`src/rtl/uart_pkg.sv`:
```
// rtl/uart_pkg.sv - shared state encoding and constants for the UART transmit arbiter
package uart_pkg;

    typedef enum logic [1:0] {
        ARB_IDLE = 2'd0,
        ARB_TAG  = 2'd1,
        ARB_XFER = 2'd2
    } arb_state_t;

    localparam logic [7:0] ARB_TAG_BASE = 8'hF0;

endpackage

```
`src/rtl/uart_rr_pick.sv`:
```
// rtl/uart_rr_pick.sv - combinational round-robin picker, searching from ptr+1 upward modulo NUM_REQ
module uart_rr_pick
    import uart_pkg::*;
#(
    parameter int NUM_REQ = 4
) (
    input  logic [NUM_REQ-1:0]         req,
    input  logic [$clog2(NUM_REQ)-1:0] ptr,
    output logic                       any,
    output logic [$clog2(NUM_REQ)-1:0] idx
);

    localparam int IDW = $clog2(NUM_REQ);

    logic [IDW-1:0] pos;

    // Walk from the farthest distance down to 1 so the nearest requester overwrites the result.
    always_comb begin
        any = 1'b0;
        idx = '0;
        pos = '0;
        for (int d = NUM_REQ; d >= 1; d--) begin
            pos = IDW'((int'(ptr) + d) % NUM_REQ);
            if (req[pos]) begin
                any = 1'b1;
                idx = pos;
            end
        end
    end

endmodule

```
`src/rtl/uart_tx_arb.sv`:
```
// rtl/uart_tx_arb.sv - round-robin burst arbiter in front of uart_tx; UART_ARB_TAG_EN adds a tag word per burst
module uart_tx_arb
    import uart_pkg::*;
#(
    parameter int NUM_REQ    = 4,
    parameter int WORD_WIDTH = 8,
`ifdef UART_ARB_TAG_EN
    parameter int LOCK_MAX   = 16,
    parameter logic [WORD_WIDTH-1:0] TAG_BASE = WORD_WIDTH'(ARB_TAG_BASE)
`else
    parameter int LOCK_MAX   = 16
`endif
) (
    input  logic                          clk,
    input  logic                          rst,
    input  logic [NUM_REQ-1:0]            req_valid,
    input  logic [NUM_REQ*WORD_WIDTH-1:0] req_data,
    input  logic [NUM_REQ-1:0]            req_last,
    output logic [NUM_REQ-1:0]            req_ready,
    output logic                          tx_valid,
    output logic [WORD_WIDTH-1:0]         tx_data,
    input  logic                          tx_ready,
    output logic                          busy,
    output logic [$clog2(NUM_REQ)-1:0]    grant_id
);

    localparam int IDW = $clog2(NUM_REQ);
    localparam int CW  = $clog2(LOCK_MAX + 1);

    arb_state_t      state_q, state_d;
    logic [IDW-1:0]  rr_ptr, rr_d;
    logic [IDW-1:0]  grant_d;
    logic [CW-1:0]   cnt, cnt_d;

    logic            pick_any;
    logic [IDW-1:0]  pick_idx;

    logic                  lane_valid;
    logic                  lane_last;
    logic [WORD_WIDTH-1:0] lane_data;

    uart_rr_pick #(
        .NUM_REQ (NUM_REQ)
    ) u_pick (
        .req (req_valid),
        .ptr (rr_ptr),
        .any (pick_any),
        .idx (pick_idx)
    );

    always_comb begin
        lane_valid = 1'b0;
        lane_last  = 1'b0;
        lane_data  = '0;
        for (int i = 0; i < NUM_REQ; i++) begin
            if (grant_id == IDW'(i)) begin
                lane_valid = req_valid[i];
                lane_last  = req_last[i];
                lane_data  = req_data[i*WORD_WIDTH +: WORD_WIDTH];
            end
        end
    end

    always_ff @(posedge clk) begin
        if (rst) begin
            state_q  <= ARB_IDLE;
            rr_ptr   <= IDW'(NUM_REQ - 1);
            cnt      <= '0;
            grant_id <= '0;
        end else begin
            state_q  <= state_d;
            rr_ptr   <= rr_d;
            cnt      <= cnt_d;
            grant_id <= grant_d;
        end
    end

    always_comb begin
        state_d   = state_q;
        rr_d      = rr_ptr;
        cnt_d     = cnt;
        grant_d   = grant_id;
        tx_valid  = 1'b0;
        tx_data   = '0;
        req_ready = '0;
        case (state_q)
            ARB_IDLE: begin
                if (pick_any) begin
                    grant_d = pick_idx;
                    cnt_d   = '0;
`ifdef UART_ARB_TAG_EN
                    state_d = ARB_TAG;
`else
                    state_d = ARB_XFER;
`endif
                end
            end
            ARB_TAG: begin
`ifdef UART_ARB_TAG_EN
                tx_valid = 1'b1;
                tx_data  = TAG_BASE | WORD_WIDTH'(grant_id);
                if (tx_ready) begin
                    state_d = ARB_XFER;
                end
`else
                state_d = ARB_IDLE;
`endif
            end
            ARB_XFER: begin
                tx_valid = lane_valid;
                tx_data  = lane_data;
                for (int i = 0; i < NUM_REQ; i++) begin
                    if (grant_id == IDW'(i)) begin
                        req_ready[i] = tx_ready;
                    end
                end
                // A stalled granted lane keeps the grant; only a transfer can end the burst.
                if (lane_valid && tx_ready) begin
                    if (lane_last || (cnt == CW'(LOCK_MAX - 1))) begin
                        rr_d    = grant_id;
                        state_d = ARB_IDLE;
                    end else begin
                        cnt_d = cnt + 1'b1;
                    end
                end
            end
            default: state_d = ARB_IDLE;
        endcase
    end

    assign busy = (state_q != ARB_IDLE);

endmodule

```
`config.mk`:
```
export PLATFORM = sky130hd
export DESIGN_NAME = uart_tx_arb
export DESIGN_NICKNAME = d
export VERILOG_FILES = /design/src/rtl/uart_pkg.sv /design/src/rtl/uart_rr_pick.sv /design/src/rtl/uart_tx_arb.sv
export SDC_FILE = /design/constraint.sdc
export NUM_CORES = 1
export LEC_CHECK = 0
export BUFFER_PORTS_ARGS = -buffer_cell sky130_fd_sc_hd__buf_4
export CAP_MARGIN = 40
export CORE_UTILIZATION = 30
export CTS_CLUSTER_SIZE = 16
export DETAILED_ROUTE_END_ITERATION = 8
export GPL_TIMING_DRIVEN = 0
export RECOVER_POWER = 25
export SETUP_SLACK_MARGIN = 0.15
export SYNTH_ARGS = -nofsm -noshare
export SYNTH_HDL_FRONTEND = slang
export SYNTH_HIERARCHICAL = 1
export SYNTH_SLANG_ARGS = --single-unit
```
`constraint.sdc`:
```
create_clock -name clk -period 3.93 [get_ports clk]
set_input_delay 0.393 -clock clk [delete_from_list [all_inputs] [get_ports clk]]
set_output_delay 0.393 -clock clk [all_outputs]
set_load 0.05 [all_outputs]
```
==> run metrics, run 1 <==
outcome complete, but fails checks; failing checks DRC; R2R Setup Slk 1.92 ns; slack of the critical path 1.34 ns; Mean Syn Cell Area 8.84 µm²; Setup CP Type reg2out; per-cell routed wire length 13.5 µm; count of cells resized by post-cts repair 0; largest area contributor in the netlist dfxtp_1; area grow syn2layout 52.9%; Worst Hold Depth 2; IO Port Bufs 57; Mapped Area 920 µm²; end of the worst hold path cnt[3]; row count 19; Worst Max-Slew Pin Slew 0.659 ns; syn nets 149; Pwr Density 265 mW/mm²; Setup violations, final 0; worst stage delay on the critical path 0.58 ns; largest net degree at the start of global routing 11; skew final 0.00403 ns; CP Buf/Inv Count 3; CTS root buf clkbuf_4; Critical Path, Cell by Cell buf_6, clkbuf_1, mux4_2, and2_1, buf_4; global-route wire length before repair 4360 µm; CTS Hold Bufs 0; Distinct cells, synth 36; gpl congestion 0.783; pre-CTS WS 1.88 ns; final worst-path cycle share 0.659; Fillers 270; reg2reg path depth 7; Routed Antenna Nets 0; CP Max Fanout 10; Fin. Hold Viols 0; sequential area share after synthesis 0.218; diodes inserted 0; Post-synth EDFFs 0; WP data required 3.54 ns; HP Start cnt[3]; CORE AREA 0.00283 mm²; Setup crit start grant_id[0]; post-DR vias/cell 5.24; ranking of synthesized cells by area dfxtp_1, mux4_2, mux2i_1, and2_1, nor2_1; starting density of the core 0.325; post-route setup TNS 0 ns; clock slew at reported path FFs 0.07 ns; remaining global-route overflow 0; Clk Latency, worst-skew pair 0.27 ns; total chip power 372 µW; RSZ-0062 raised after global routing false; IO Pins 59; initial antenna violation count 0; CTS max path bufs 2; leak pwr 0.621 nW; synth warn 6; Die ar. 0.00329 mm²; Worst R2R Start cnt[0]; Reg2Reg Capture Point cnt[3]; Final Net Count 211; clk sinks 10; H-tree depth 1; layout cells sized above 1 0.424; CP delay by family, top buffers and inverters; Setup crit start kind register; die height 57.4 µm; Pre-Repair DR Iteration Count 6; synthesized flop and latch total 10; Total Wirelength 2650 µm; GRT Resource Usage Total 0.167; Max Cap Viol 0; Slowest cell on crit path mux4_2; Post-route DRC 9; Synth Flop Type dfxtp_1; vias in the first global route 1001; Fmax achieved 386 MHz; CTS buffer count 3; Slew HR 0.561; Detailed Place HPWL 2190 µm; Worst EP arrival 2.20 ns; post-synth top area share 0.218; Worst Setup End Kind output port; CTS tree yes; Final Max Tran Viols 0; HP Class reg2reg; Post-Syn Instances 104; Hold Slack 0.474 ns; DR vias 1027; Max VDD drop 0.000180 V; DRT iter0 DRCs 62; asr flop ratio synth 0; chip width 57.4 µm; crit path time final 2.59 ns; Setup Fix Bufs, Post-CTS 0
state kept, by name, summed over array words and instances (netlist names):
name      cells
cnt           5
grant_id      2
rr_ptr        2
state_q       1
cell usage in the layout (no fill, tap or decap), drive strengths merged, types with 2 or more instances in the layout:
master,count
buf,55
nor2,13
clkbuf,12
dfxtp,10
mux4,8
and2,8
mux2i,7
a21oi,6
nand3,6
inv,5
nand2b,4
o21ai,4
nand2,3
and3,2
nor2b,2
or3,2
a211oi,2
ha,2
o221ai,2
report_power, final:
part	internal (mW)	total, mW	leakage [nW]	switching (mW)
Clock	0.0564	0.0945	0.0210	0.0381
Combinational	0.0744	0.167	0.519	0.0930
Sequential	0.105	0.110	0.0814	0.00531
metal layers:
layer  up-vias  share of wire  GRT usage
li1        514              -          -
met1       463           0.40      0.193
met2        45           0.48      0.299
met3         5           0.10     0.0408
met4         0          0.012     0.0523
met5         -              0          0
synthesized netlist by cell type (all sizes together), types with 3 or more instances:
master  number
mux2i        7
dfxtp       10
a21oi        6
and2         8
buf          3
nand2        3
nand2b       4
o21ai        4
clkbuf       3
nand3        6
inv          5
nor2        13
mux4         8
worst max-delay path by stage:
stage	endpoint	cells past startpoint	slack (ns)
2_1_floorplan	tx_data[0]	4	1.62
3_3_place_gp	tx_data[2]	5	1.89
3_5_place_dp	tx_data[1]	4	1.88
4_1_cts	tx_data[1]	4	1.58
5_1_grt	tx_data[2]	5	1.14
6_report	tx_data[0]	5	1.34
through the flow:
stage	cell area [µm²]	instances	util
finish	1410	196	0.497
floorplan	920	104	-
global route	1410	196	0.497
detailed placement	1390	192	0.490
global placement	1390	192	0.490
CTS	1420	196	0.503
worst min-delay path, stage by stage (launching register included):
cell      delay [ns]
dfxtp_1         0.32
o31ai_1         0.06
a21boi_1        0.05
kinds of logic (layout without fill, tap and decap cells):
| group | count (synthesis) | count (layout) | synth area share |
|---|---|---|---|
| buffers and inverters | 11 | 72 | 0.0544 |
| adder cells (fa/ha/maj) | 2 | 2 | 0.0272 |
| flip-flops | 10 | 10 | 0.218 |
| AND/OR/NAND/NOR | 44 | 44 | 0.260 |
| multiplexers | 15 | 15 | 0.272 |
| AO/OA/AOI/OAI | 22 | 22 | 0.169 |
final cells by class:
class	count	area, µm²	area share
plain buffers	6	30.0	0.0214
clock buffers	4	36.3	0.0258
inverters	5	18.8	0.0133
multi-input cells	83	669	0.476
flip-flops and latches	10	200	0.142
well taps	31	38.8	0.0276
repair buffers	57	413	0.294
No activity file was read; power rests on OpenSTA's default activity.
==> inputs of run 2 (changes only) <==
- clock period: 3.93 -> 2.4 ns (I/O delays scaled with it)
==> run metrics, run 2 (synthesized netlist as in run 1, its figures left out) <==
CTS tree yes (unchanged); chip width 57.4 µm (unchanged); Worst Max-Slew Pin Slew 0.604 ns (was 0.659 ns); Total Wirelength 2640 µm (was 2650 µm); largest net degree at the start of global routing 11 (unchanged); dpl cells 192 (unchanged); Hold Slack 0.328 ns (was 0.474 ns); CTS root buf clkbuf_4 (unchanged); WL met2 1240 µm (was 1270 µm); Regs by FF count cnt (5), grant_id (2), rr_ptr (2) (unchanged); skew final 0.00546 ns (was 0.00403 ns); H-tree depth 1 (unchanged); Fin. Hold Viols 0 (unchanged); CP Max Fanout 8 (was 10); gpl congestion 0.783 (unchanged); clock slew at reported path FFs 0.07 ns (about the same); crit path time final 2.02 ns; row count 19 (unchanged); most frequent cells in the layout buf_4, nor2_1, dfxtp_1 (unchanged); Critical Path, Cell by Cell ha_1, and3_1, ha_1, nor2b_1, a22oi_1, or4_1, a21boi_1 (was buf_6, clkbuf_1, mux4_2, and2_1, buf_4); CP Buf/Inv Count 0 (was 3); post-DR vias/cell 5.28 (was 5.24); total chip power 611 µW (was 372 µW); HP Class in2reg (was reg2reg); Slowest cell on crit path or4_1 (was mux4_2); per-cell routed wire length 13.6 µm (was 13.5 µm); Routed Antenna Nets 0 (unchanged); wire length on met1 1100 µm (was 1070 µm); Setup violations, final 0 (unchanged); WP data required 2.61 ns (was 3.54 ns); Max VDD drop 0.000296 V (was 0.000180 V); commonest non-fill, non-tap cell in the layout buf_4 (unchanged); leak pwr 0.623 nW (was 0.621 nW); Die ar. 0.00329 mm² (unchanged); Fillers 272 (was 270); cell mode on critical path ha_1; Top Metal Used met4 (unchanged); failing checks DRC (unchanged); IO Port Bufs 57 (unchanged); CTS max path bufs 2 (unchanged); DR vias 1030 (was 1027); initial antenna violation count 0 (unchanged); CP delay by family, top simple AND/OR/NAND/NOR gates (was buffers and inverters); post-route setup TNS 0 ns (unchanged); DRT iter0 DRCs 69 (was 62); Final Net Count 210 (was 211); layout cells sized above 1 0.433 (was 0.424); IO Pins 59 (unchanged); Max Cap Viol 0 (unchanged); vias in the first global route 1001 (unchanged); area grow syn2layout 52.7% (was 52.9%); Post-route DRC 9 (unchanged); Clk Latency, worst-skew pair 0.27 ns (about the same); largest reg by FF count cnt (unchanged); CTS Hold Bufs 0 (unchanged); Pre-Repair DR Iteration Count 6 (unchanged); outcome complete, but fails checks (unchanged); Setup CP Type reg2reg (was reg2out); worst stage delay on the critical path 0.52 ns (was 0.58 ns); Pwr Density 436 mW/mm² (was 265 mW/mm²); Setup crit start kind register (unchanged); Detailed Place HPWL 2190 µm (unchanged); met3 wire len 268 µm (was 273 µm); Util after Layout 0.496 (was 0.497); starting density of the core 0.325 (unchanged); remaining global-route overflow 0 (unchanged); Slew HR 0.597 (was 0.561); die height 57.4 µm (unchanged); CTS buffer count 3 (unchanged); clk sinks 10 (unchanged); Layout Cells excl Fill 195 (was 196); Worst Setup End Kind register (was output port); Final Max Tran Viols 0 (unchanged); RSZ-0062 raised after global routing false (unchanged); CORE AREA 0.00283 mm² (unchanged); GRT Resource Usage Total 0.167 (unchanged); Worst EP arrival 2.23 ns (was 2.20 ns); final worst-path cycle share 0.841; Fmax achieved 495 MHz; diodes inserted 0 (unchanged); global-route wire length before repair 4360 µm (unchanged); max reg flops 5 (unchanged)
run 2: worst reg2reg max path: stages (launching register included):
cell and delay (ns):
dfxtp_1 0.34, ha_1 0.22, and3_1 0.19, ha_1 0.19, nor2b_1 0.15, a22oi_1 0.22
or4_1 0.52, a21boi_1 0.14
run 2: area by class of cell:
class | count | area (µm²) | area share
sequential | 10 | 200 | 0.143
clock buffer | 4 | 36.3 | 0.0258
timing repair buffer | 57 | 413 | 0.294
inverter | 5 | 18.8 | 0.0134
multi-input combinational | 83 | 669 | 0.477
buffer | 5 | 27.5 | 0.0196
tap | 31 | 38.8 | 0.0276
run 2: per-stage QoR:
| stage | area, µm² | worst slack, ns |
|---|---|---|
| floorplan | 920 | 0.239 |
| global placement | 1390 | 0.443 |
| detailed placement | 1390 | 0.424 |
| CTS | 1420 | 0.199 |
| global route | 1400 | 0.234 |
| finish | 1400 | 0.380 |
run 2: repair_timing:
item                                    CTS  global route
setup buffers                             0             0
resized for setup                         0             2
endpoints found under the hold margin     0             0
endpoints found under the setup margin    0             7
run 2: where the power goes:
group	internal, mW	total [mW]	switching [mW]
sequential	0.172	0.181	0.00873
combinational	0.123	0.275	0.152
clock	0.0923	0.156	0.0635
run 2: metal layers:
| layer | global-route usage | up-vias |
|---|---|---|
| met5 | 0 | - |
| met4 | 0.0523 | 0 |
| met3 | 0.0408 | 5 |
| met2 | 0.299 | 47 |
| met1 | 0.193 | 467 |
| li1 | - | 511 |
run 2: final timing paths:
check / start / to / slack [ns] / depth (start not counted)
setup / recovery: cnt[0] / cnt[3] / 0.38 / 7
setup reg to reg: cnt[0] / cnt[3] / 0.38 / 7
hold reg to reg: cnt[3] / cnt[3] / 0.47 / 2
hold / removal: rst / grant_id[1] / 0.33 / 2
==> inputs of run 3 (changes only) <==
- clock period: 2.4 -> 2 ns (I/O delays scaled with it)
==> run metrics, run 3 (synthesized netlist as in run 1, its figures left out) <==
Layout Cells excl Fill 207 (was 195); area grow syn2layout 80.4% (was 52.7%); outcome complete, but fails checks (unchanged); chip width 57.4 µm (unchanged); Die ar. 0.00329 mm² (unchanged); initial antenna violation count 0 (unchanged); clock slew at reported path FFs 0.07 ns (about the same); IO Pins 59 (unchanged); CTS buffer count 3 (unchanged); Setup CP Type reg2out (was reg2reg); CORE AREA 0.00283 mm² (unchanged); Detailed Place HPWL 2230 µm (was 2190 µm); dpl cells 192 (unchanged); RSZ-0062 raised after global routing true (was false); skew final 0.00664 ns (was 0.00546 ns); slack of the critical path 0.0970 ns (was 0.380 ns); most frequent cells in the layout buf_4, nor2_1, buf_8, mux4_2, and2_4 (was buf_4, nor2_1, dfxtp_1); pre-CTS WS 0.00218 ns (was 0.424 ns); Final Net Count 222 (was 210); HP Class in2reg (unchanged); largest reg by FF count cnt (unchanged); Max Cap Viol 0 (unchanged); leak pwr 0.730 nW (was 0.623 nW); Worst Setup End Kind output port (was register); CP Max Fanout 5 (was 8); max reg flops 5 (unchanged); gpl congestion 0.804 (was 0.783); Clk Latency, worst-skew pair 0.28 ns (was 0.27 ns); remaining global-route overflow 0 (unchanged); Worst EP arrival 1.70 ns (was 2.23 ns); per-cell routed wire length 14.6 µm (was 13.6 µm); Worst Max-Slew Pin Slew 0.601 ns (was 0.604 ns); DR vias 1097 (was 1030); post-DR vias/cell 5.30 (was 5.28); Routed Antenna Nets 0 (unchanged); Final Max Tran Viols 0 (unchanged); CTS root buf clkbuf_4 (unchanged); vias in the first global route 1181 (was 1001); R2R Setup Slk 0.22 ns (was 0.38 ns); WP data required 1.80 ns (was 2.61 ns); commonest non-fill, non-tap cell in the layout buf_4 (unchanged); failing checks DRC (unchanged); Setup violations, final 0 (unchanged); die height 57.4 µm (unchanged); starting density of the core 0.325 (unchanged); Fin. Hold Viols 0 (unchanged); crit path time final 1.90 ns; Setup crit start kind register (unchanged); diodes inserted 0 (unchanged); Post-route DRC 9 (unchanged); reg2reg path depth 6 (was 7); global-route wire length before repair 4990 µm (was 4360 µm); Pwr Density 498 mW/mm² (was 436 mW/mm²); IO Port Bufs 57 (unchanged); CTS tree yes (unchanged); Max VDD drop 0.000413 V (was 0.000296 V); Worst Hold Depth 2 (unchanged); layout cells sized above 1 0.614 (was 0.433); Regs by FF count cnt (5), grant_id (2), rr_ptr (2) (unchanged); Pre-Repair DR Iteration Count 6 (unchanged); largest net degree at the start of global routing 11 (unchanged); clk sinks 10 (unchanged); Slew HR 0.601 (was 0.597); Util after Layout 0.586 (was 0.496); CTS Hold Bufs 0 (unchanged); CTS max path bufs 2 (unchanged); final worst-path cycle share 0.951; Total Wirelength 3010 µm (was 2640 µm); Fmax achieved 525 MHz; DRT iter0 DRCs 64 (was 69); GRT Resource Usage Total 0.193 (was 0.167); post-route setup TNS 0 ns (unchanged); H-tree depth 1 (unchanged); row count 19 (unchanged)
run 3: cell types whose count changed in the layout (fill, tap and decap cells not counted), moves of 3 or more:
cell / previous run / this run
and2_4: 0 / 7
buf_8: 0 / 8
dfxtp_1: 10 / 6
and2_1: 8 / 1
dfxtp_2: 0 / 3
run 3: report_power, final:
group / switching, mW / internal [mW]
Combinational: 0.205 / 0.215
Sequential: 0.0113 / 0.206
Clock: 0.0764 / 0.111
Total: 0.293 / 0.532
run 3: final timing paths:
path | start | end
max reg2reg | grant_id[0] | cnt[3]
min reg2reg | cnt[3] | cnt[3]
max | grant_id[0] | tx_data[6]
min | rst | grant_id[0]
run 3: layout make-up:
| class | count | area [µm²] |
|---|---|---|
| plain buffers | 6 | 51.3 |
| clock buffers | 4 | 36.3 |
| fillers | 260 | 1170 |
| inverters | 5 | 18.8 |
| multi-input cells | 83 | 733 |
| flip-flops and latches | 10 | 208 |
| well taps | 31 | 38.8 |
| repair buffers | 68 | 573 |
run 3: metrics by stage:
step / power (mW) / instance area, µm² / hold WS, ns
2_1_floorplan: 0.433 / 935 / 0.447
3_3_place_gp: 0.557 / 1400 / 0.456
3_5_place_dp: 0.565 / 1400 / 0.475
4_1_cts: 0.823 / 1620 / 0.285
5_1_grt: 0.871 / 1660 / 0.348
6_report: 0.825 / 1660 / 0.291
run 3: layer usage:
metal / global-route usage / share of wire / up-vias
met5: 0 / 0 / -
met4: 0.0871 / 0.016 / 0
met3: 0.0317 / 0.091 / 5
met2: 0.370 / 0.54 / 50
met1: 0.202 / 0.35 / 508
li1: - / - / 534
run 3: worst max-delay path, stage by stage (launching register included):
cell,delay (ns)
dfxtp_4,0.35
buf_8,0.12
buf_12,0.12
mux4_2,0.51
and2_4,0.18
buf_8,0.14
run 3: what timing repair did:
action / CTS / global route
setup endpoints to repair: 11 / 15
pin swaps: 3 / 3
setup buffers: 7 / 3
resized for setup: 34 / 11
cloned: 1 / 0
